===== config.mk =====
export PLATFORM = sky130hd
export DESIGN_NAME = fd_bridge_flat
export DESIGN_NICKNAME = d
export VERILOG_FILES = /design/src/rtl/fd_bridge_pkg.sv /design/src/rtl/fd_bridge_if.sv /design/src/rtl/fd_bridge.sv /design/src/flat_wrapper.sv
export SDC_FILE = /design/constraint.sdc
export NUM_CORES = 1
export LEC_CHECK = 0
export BUFFER_PORTS_ARGS = -buffer_cell sky130_fd_sc_hd__buf_4
export CAP_MARGIN = 15
export CORE_ASPECT_RATIO = 0.8
export CORE_MARGIN = 3
export CORE_UTILIZATION = 43
export DETAILED_ROUTE_END_ITERATION = 6
export PLACE_DENSITY = 0.76
export SYNTH_ARGS = -nofsm -noshare
export SYNTH_HDL_FRONTEND = slang
export SYNTH_SLANG_ARGS = --single-unit
export TNS_END_PERCENT = 100

===== constraint.sdc =====
create_clock -name clk -period 6.6 [get_ports clk]
set_clock_uncertainty 0.15 [all_clocks]
set_input_delay 0.33 -clock clk [delete_from_list [all_inputs] [get_ports clk]]
set_output_delay 0.33 -clock clk [all_outputs]
set_load 0.02 [all_outputs]

===== src/rtl/fd_bridge_pkg.sv =====
// fd_bridge shared types: FSM state encoding and AXI4-Lite response codes.
package fd_bridge_pkg;

  typedef enum logic [2:0] {
    S_IDLE = 3'd0,
    S_AR   = 3'd1,
    S_R    = 3'd2,
    S_AW   = 3'd3,
    S_W    = 3'd4,
    S_B    = 3'd5,
    S_DONE = 3'd6
  } Bridge_state;

  typedef logic [1:0] axi_resp_t;

  localparam axi_resp_t RESP_OKAY = 2'b00;

  function automatic logic resp_is_err(input axi_resp_t r);
    return r != RESP_OKAY;
  endfunction

endpackage


===== src/rtl/fd_bridge_if.sv =====
// AXI4-Lite channel bundle between fd_bridge (master) and the pseudo-DRAM (slave).
interface fd_bridge_if #(
  parameter int ADDR_W = 17,
  parameter int DATA_W = 64
) ();

  logic                   AR_VALID;
  logic                   AR_READY;
  logic [ADDR_W-1:0]      AR_ADDR;
  logic                   R_VALID;
  logic                   R_READY;
  logic [DATA_W-1:0]      R_DATA;
  fd_bridge_pkg::axi_resp_t R_RESP;
  logic                   AW_VALID;
  logic                   AW_READY;
  logic [ADDR_W-1:0]      AW_ADDR;
  logic                   W_VALID;
  logic                   W_READY;
  logic [DATA_W-1:0]      W_DATA;
  logic                   B_VALID;
  logic                   B_READY;
  fd_bridge_pkg::axi_resp_t B_RESP;

  modport master (
    output AR_VALID, AR_ADDR, R_READY,
    output AW_VALID, AW_ADDR, W_VALID, W_DATA, B_READY,
    input  AR_READY, R_VALID, R_DATA, R_RESP,
    input  AW_READY, W_READY, B_VALID, B_RESP
  );

  modport slave (
    input  AR_VALID, AR_ADDR, R_READY,
    input  AW_VALID, AW_ADDR, W_VALID, W_DATA, B_READY,
    output AR_READY, R_VALID, R_DATA, R_RESP,
    output AW_READY, W_READY, B_VALID, B_RESP
  );

endinterface


===== src/rtl/fd_bridge.sv =====
// FD request port to AXI4-Lite DRAM bridge: one transaction per request,
// single-cycle completion pulse, all outputs registered.
module fd_bridge
  import fd_bridge_pkg::*;
#(
  parameter int                ADDR_W    = 17,
  parameter int                DATA_W    = 64,
  parameter logic [ADDR_W-1:0] BASE_ADDR = 17'h10000
) (
  input  logic              clk,
  input  logic              rst,
  input  logic              C_in_valid,
  input  logic [7:0]        C_addr,
  input  logic              C_r_wb,
  input  logic [DATA_W-1:0] C_data_w,
  output logic              C_out_valid,
  output logic [DATA_W-1:0] C_data_r,
  output logic              C_resp_err,
  fd_bridge_if.master       axi
);

  Bridge_state state_q, state_d;

  logic [ADDR_W-1:0] req_addr_q, req_addr_d;
  logic [DATA_W-1:0] req_data_q, req_data_d;
  logic              req_rwb_q, req_rwb_d;

  logic              ar_valid_q, ar_valid_d;
  logic [ADDR_W-1:0] ar_addr_q, ar_addr_d;
  logic              r_ready_q, r_ready_d;
  logic              aw_valid_q, aw_valid_d;
  logic [ADDR_W-1:0] aw_addr_q, aw_addr_d;
  logic              w_valid_q, w_valid_d;
  logic [DATA_W-1:0] w_data_q, w_data_d;
  logic              b_ready_q, b_ready_d;
  logic              out_valid_q, out_valid_d;
  logic [DATA_W-1:0] data_r_q, data_r_d;
  logic              resp_err_q, resp_err_d;

  logic ar_hs, r_hs, aw_hs, w_hs, b_hs;

  assign ar_hs = ar_valid_q && axi.AR_READY;
  assign r_hs  = r_ready_q  && axi.R_VALID;
  assign aw_hs = aw_valid_q && axi.AW_READY;
  assign w_hs  = w_valid_q  && axi.W_READY;
  assign b_hs  = b_ready_q  && axi.B_VALID;

  always_ff @(posedge clk or posedge rst) begin
    if (rst) begin
      state_q <= S_IDLE;
    end else begin
      state_q <= state_d;
    end
  end

  always_comb begin
    state_d = state_q;
    unique case (state_q)
      S_IDLE: if (C_in_valid) state_d = C_r_wb ? S_AR : S_AW;
      S_AR:   if (ar_hs) state_d = S_R;
      S_R:    if (r_hs)  state_d = S_DONE;
      S_AW:   if (aw_hs) state_d = S_W;
      S_W:    if (w_hs)  state_d = S_B;
      S_B:    if (b_hs)  state_d = S_DONE;
      S_DONE: state_d = S_IDLE;
      default: state_d = S_IDLE;
    endcase
  end

  always_comb begin
    req_addr_d = req_addr_q;
    req_data_d = req_data_q;
    req_rwb_d  = req_rwb_q;
    if (state_q == S_IDLE && C_in_valid) begin
      req_addr_d = BASE_ADDR + ADDR_W'({C_addr, 3'b000});
      req_data_d = C_data_w;
      req_rwb_d  = C_r_wb;
    end
  end

  // Address VALIDs rise one cycle after entry, from the latched request.
  always_comb begin
    ar_valid_d  = (state_q == S_AR) && !ar_hs;
    ar_addr_d   = ar_valid_d ? req_addr_q : '0;
    aw_valid_d  = (state_q == S_AW) && !aw_hs;
    aw_addr_d   = aw_valid_d ? req_addr_q : '0;
    r_ready_d   = (state_d == S_R);
    w_valid_d   = (state_d == S_W);
    w_data_d    = w_valid_d ? req_data_q : '0;
    b_ready_d   = (state_d == S_B);
    out_valid_d = (state_d == S_DONE);
    data_r_d    = '0;
    resp_err_d  = 1'b0;
    unique case (1'b1)
      r_hs: begin
        data_r_d   = axi.R_DATA;
        resp_err_d = resp_is_err(axi.R_RESP);
      end
      b_hs: resp_err_d = resp_is_err(axi.B_RESP);
      default: ;
    endcase
  end

  always_ff @(posedge clk or posedge rst) begin
    if (rst) begin
      req_addr_q  <= '0;
      req_data_q  <= '0;
      req_rwb_q   <= 1'b0;
      ar_valid_q  <= 1'b0;
      ar_addr_q   <= '0;
      r_ready_q   <= 1'b0;
      aw_valid_q  <= 1'b0;
      aw_addr_q   <= '0;
      w_valid_q   <= 1'b0;
      w_data_q    <= '0;
      b_ready_q   <= 1'b0;
      out_valid_q <= 1'b0;
      data_r_q    <= '0;
      resp_err_q  <= 1'b0;
    end else begin
      req_addr_q  <= req_addr_d;
      req_data_q  <= req_data_d;
      req_rwb_q   <= req_rwb_d;
      ar_valid_q  <= ar_valid_d;
      ar_addr_q   <= ar_addr_d;
      r_ready_q   <= r_ready_d;
      aw_valid_q  <= aw_valid_d;
      aw_addr_q   <= aw_addr_d;
      w_valid_q   <= w_valid_d;
      w_data_q    <= w_data_d;
      b_ready_q   <= b_ready_d;
      out_valid_q <= out_valid_d;
      data_r_q    <= data_r_d;
      resp_err_q  <= resp_err_d;
    end
  end

  logic unused_rwb;
  assign unused_rwb = req_rwb_q;

  assign axi.AR_VALID = ar_valid_q;
  assign axi.AR_ADDR  = ar_addr_q;
  assign axi.R_READY  = r_ready_q;
  assign axi.AW_VALID = aw_valid_q;
  assign axi.AW_ADDR  = aw_addr_q;
  assign axi.W_VALID  = w_valid_q;
  assign axi.W_DATA   = w_data_q;
  assign axi.B_READY  = b_ready_q;
  assign C_out_valid  = out_valid_q;
  assign C_data_r     = data_r_q;
  assign C_resp_err   = resp_err_q;

endmodule


===== src/flat_wrapper.sv =====
// flat-port wrapper written by rule: the top's interface ports become plain ports
module fd_bridge_flat import fd_bridge_pkg::*;
#(
  parameter int                ADDR_W    = 17,
  parameter int                DATA_W    = 64,
  parameter logic [ADDR_W-1:0] BASE_ADDR = 17'h10000
)
  (clk, rst, C_in_valid, C_addr, C_r_wb, C_data_w, C_out_valid, C_data_r, C_resp_err, axi_AR_VALID, axi_AR_ADDR, axi_R_READY, axi_AW_VALID, axi_AW_ADDR, axi_W_VALID, axi_W_DATA, axi_B_READY, axi_AR_READY, axi_R_VALID, axi_R_DATA, axi_R_RESP, axi_AW_READY, axi_W_READY, axi_B_VALID, axi_B_RESP);
  fd_bridge_if #(.ADDR_W(ADDR_W), .DATA_W(DATA_W)) axi_i ();
  input  logic clk;
  input  logic rst;
  input  logic C_in_valid;
  input  logic [7:0] C_addr;
  input  logic C_r_wb;
  input  logic [DATA_W-1:0] C_data_w;
  output logic C_out_valid;
  output logic [DATA_W-1:0] C_data_r;
  output logic C_resp_err;
  output wire logic [$bits(axi_i.AR_VALID)-1:0] axi_AR_VALID;
  output wire logic [$bits(axi_i.AR_ADDR)-1:0] axi_AR_ADDR;
  output wire logic [$bits(axi_i.R_READY)-1:0] axi_R_READY;
  output wire logic [$bits(axi_i.AW_VALID)-1:0] axi_AW_VALID;
  output wire logic [$bits(axi_i.AW_ADDR)-1:0] axi_AW_ADDR;
  output wire logic [$bits(axi_i.W_VALID)-1:0] axi_W_VALID;
  output wire logic [$bits(axi_i.W_DATA)-1:0] axi_W_DATA;
  output wire logic [$bits(axi_i.B_READY)-1:0] axi_B_READY;
  input wire logic [$bits(axi_i.AR_READY)-1:0] axi_AR_READY;
  input wire logic [$bits(axi_i.R_VALID)-1:0] axi_R_VALID;
  input wire logic [$bits(axi_i.R_DATA)-1:0] axi_R_DATA;
  input wire logic [$bits(axi_i.R_RESP)-1:0] axi_R_RESP;
  input wire logic [$bits(axi_i.AW_READY)-1:0] axi_AW_READY;
  input wire logic [$bits(axi_i.W_READY)-1:0] axi_W_READY;
  input wire logic [$bits(axi_i.B_VALID)-1:0] axi_B_VALID;
  input wire logic [$bits(axi_i.B_RESP)-1:0] axi_B_RESP;
  assign axi_AR_VALID = axi_i.AR_VALID;
  assign axi_AR_ADDR = axi_i.AR_ADDR;
  assign axi_R_READY = axi_i.R_READY;
  assign axi_AW_VALID = axi_i.AW_VALID;
  assign axi_AW_ADDR = axi_i.AW_ADDR;
  assign axi_W_VALID = axi_i.W_VALID;
  assign axi_W_DATA = axi_i.W_DATA;
  assign axi_B_READY = axi_i.B_READY;
  assign axi_i.AR_READY = axi_AR_READY;
  assign axi_i.R_VALID = axi_R_VALID;
  assign axi_i.R_DATA = axi_R_DATA;
  assign axi_i.R_RESP = axi_R_RESP;
  assign axi_i.AW_READY = axi_AW_READY;
  assign axi_i.W_READY = axi_W_READY;
  assign axi_i.B_VALID = axi_B_VALID;
  assign axi_i.B_RESP = axi_B_RESP;
  fd_bridge #(.ADDR_W(ADDR_W), .DATA_W(DATA_W), .BASE_ADDR(BASE_ADDR)) u_core (.clk(clk), .rst(rst), .C_in_valid(C_in_valid), .C_addr(C_addr), .C_r_wb(C_r_wb), .C_data_w(C_data_w), .C_out_valid(C_out_valid), .C_data_r(C_data_r), .C_resp_err(C_resp_err), .axi(axi_i));
endmodule

==> key figures <==
Die
  • Core Rows: 43
  • Starting Density: 0.4486
  • Core outline area: 17700 sq um
  • Die height: 127.5 um
  • IO Pins: 318
  • Die Wd: 157.9 um
  • Die footprint: 20140 sq um

Global routing
  • Vias in the first global route: 6038
  • Initial antenna violation count: 0
  • Grt ovf: 0
  • Largest net degree at the start of global routing: 155
  • GRT Overall Usage: 0.2071
  • First-pass GRT wire length: 32.71 mm

Clock network
  • H-tree levels: 1
  • CTS max path bufs: 3
  • Post-CTS setup buffers: 0
  • CTS tree: done
  • Worst-Skew Late Latency: 0.49 ns
  • Num CTS Buffers: 23
  • Clock sinks: 229
  • Register clock-pin slew on the reported worst setup and hold paths: 0.06 ns
  • Root Buffer: clkbuf_16

STA
  • RSZ-0062 raised after global routing: no
  • Crit path time final: 2.600 ns
  • Setup ws final: 4.000 ns
  • Final hold violation count: 0
  • Max-slew headroom: 0.3720
  • Worst-Margin Slew: 0.9420 ns
  • Highest Clock Rate: 0.3846 GHz
  • Tcrit/Tclk final: 0.3939
  • Final-report max-slew violation count: 0
  • TNS Setup: 0 ns
  • Number of setup violations in the final report: 0

Min path
  • Min-Delay Path Class: primary input to register

Routing
  • DR pass1 iterations: 4
  • Post-route ant nets: 0
  • Avg WL per Cell: 17.58 um
  • Starting DRT DRC Count: 284
  • Routed via count: 5599
  • Vias/cell: 4.620
  • Routed WL: 21.31 mm
  • DRC: 0

Setup path
  • FF-to-FF setup slack: 4.00 ns
  • Top Family by Delay on Critical Path: buffers and inverters
  • Critical Path Most Common Cell: buf_4
  • Worst path required time: 6.82 ns
  • Worst-path cell chain: nor4b_2, buf_4, a22o_1, a221oi_4, buf_4, and2_1
  • Max FO, Critical Path: 65
  • CP Capture Type: register
  • Crit Path Category: register to register
  • WP data arrival: 2.82 ns
  • Worst Path Buf+Inv: 2
  • Startpoint type of the worst setup path: register
  • Slowest CP cell: buf_4
  • Largest stage delay, worst path: 0.61 ns

Power
  • P_leak: 0.006535 uW
  • Power Density: 348.2 nW/um^2
  • Worst vdd ir: 0.2918 mV

Synth
  • Main synth FF type: dfrtp_1
  • Ys Warns: 0
  • Sequential area share after synthesis: 0.7217
  • Number of synthesized flops with an enable pin: 0
  • Syn Std Cell Area: 7940 sq um
  • Post-Syn Area per Cell: 14.95 sq um
  • Post-synth cell types: 27
  • Mapped Cells: 531
  • Number of synthesized register bits: 229
  • Asr flop ratio synth: 1.000

Placed design
  • DP Wirelength: 12.62 mm
  • # port buffers: 301
  • Placed inst area: 10350 sq um
  • Post-place setup slack: 4.001 ns
  • Inst Count DP: 1031
  • GP Congestion: 0.8003

Run
  • Max cap viols: 0

Cells and area
  • Post-route design area: 12450 sq um
  • Layout cells sized above 1: 0.4235
  • Final cell count without fillers: 1212
  • Antenna diode count: 0
  • FF+latch area: 5731 sq um
  • # nets final: 1120
  • Area occupied by multi-input gates: 1999 sq um
  • Area growth from synthesis to layout: 56.74%
  • # fillers: 1149

Status
  • Run status: finished, final reports clean
[cell usage after synthesis, drive strengths merged (2+ instances only)]
master  number  area, sq um
a21oi        3        15.01
and2        82        513.0
and3        65        406.6
buf         32        212.7
clkbuf      15        56.30
dfrtp      229         5731
inv          4        15.01
mux2        72        810.8
nand2        4        15.01
nand3        4        20.02
nor2         3        11.26
nor2b        2        12.51
o211ai       3        22.52
o21ai        2        10.00
[cell type report]
| type | instances | area share |
|---|---|---|
| Clock buffer | 33 | 0.05167 |
| Tap cell | 225 | 0.02262 |
| Timing Repair Buffer | 447 | 0.2988 |
| Multi-Input combinational cell | 266 | 0.1607 |
| Inverter | 4 | 0.001508 |
| Sequential cell | 229 | 0.4604 |
| Clock inverter | 8 | 0.004323 |
[cell usage in the layout (no fill, tap or decap), types with 3 or more instances in the layout]
cell type and n:
a21oi_1 3, inv_1 3, clkinv_2 4, o211ai_1 3
dlygate4sd3_1 140, clkbuf_1 7, buf_4 306, mux2_2 72
clkbuf_8 3, clkbuf_16 23, nand2_1 4, dfrtp_1 229
nor2_1 3, and3_1 65, and2_1 82, nand3_1 4
conb_1 16
[worst paths after layout]
kind / start / to / cells after the start
min in group asynchronous: rst / u_core.req_data_q[0] / 4
worst min register to register: u_core.req_data_q[60] / u_core.axi.W_DATA[60] / 1
max in group asynchronous: rst / u_core.state_q[2] / 5
worst min-delay path: C_in_valid / u_core.state_q[0] / 3
worst max-delay path: u_core.state_q[0] / u_core.axi.W_DATA[2] / 6
worst max register to register: u_core.state_q[0] / u_core.axi.W_DATA[2] / 6
[cells by family (layout without fill, tap and decap cells)]
family / count (synthesis) / count (layout) / synth area share
other cells: 1 / 16 / 0.0004723
mux: 72 / 72 / 0.1021
simple gates: 166 / 166 / 0.1286
flops: 229 / 229 / 0.7217
compound gates: 12 / 12 / 0.01134
buf+inv: 51 / 492 / 0.03577
[power by group]
| part | internal, uW | leakage, uW | switching [uW] |
|---|---|---|---|
| clock | 683 | 0.000342 | 520 |
| combinational | 614 | 0.00318 | 579 |
| sequential | 1770 | 0.00301 | 163 |
[state kept, by name (all words and copies together) (netlist names), 3 cells and up]
register,count
u_core.axi.AR_ADDR,9
u_core.req_data_q,64
u_core.axi.AW_ADDR,9
u_core.req_addr_q,9
u_core.C_data_r,64
u_core.axi.W_DATA,64
u_core.state_q,3
[per-layer routing]
layer / share of wire / vias to the layer above / routed length, um / track usage
met5: 0 / - / 0 / 0
met4: 0.026 / 0 / 555 / 0.05867
met3: 0.080 / 42 / 1695 / 0.05317
met2: 0.51 / 219 / 10930 / 0.3675
met1: 0.38 / 2731 / 8123 / 0.2501
li1: - / 2607 / - / -
[timing repair]
action | 4_1_cts | 5_1_grt
endpoints found under the hold margin | 280 | 0
gates resized for setup | 0 | 0
hold buffers | 140 | 0
[tightest hold or removal path, cell delays in order]
cell and delay [ns]:
buf_4 0.09, o211ai_1 0.07, o211ai_1 0.14
[per-stage QoR]
stage	hold slack, ns	power, uW	util
after floorplan	0.2954	2649	-
after detailed placement	0.3090	3075	0.5846
after global placement	0.3038	3038	0.5846
after global routing	0.05190	4565	0.7031
after CTS	0.01786	4362	0.7031
final	0.05200	4333	0.7031
Note: power is estimated with default switching activity, not from simulation.
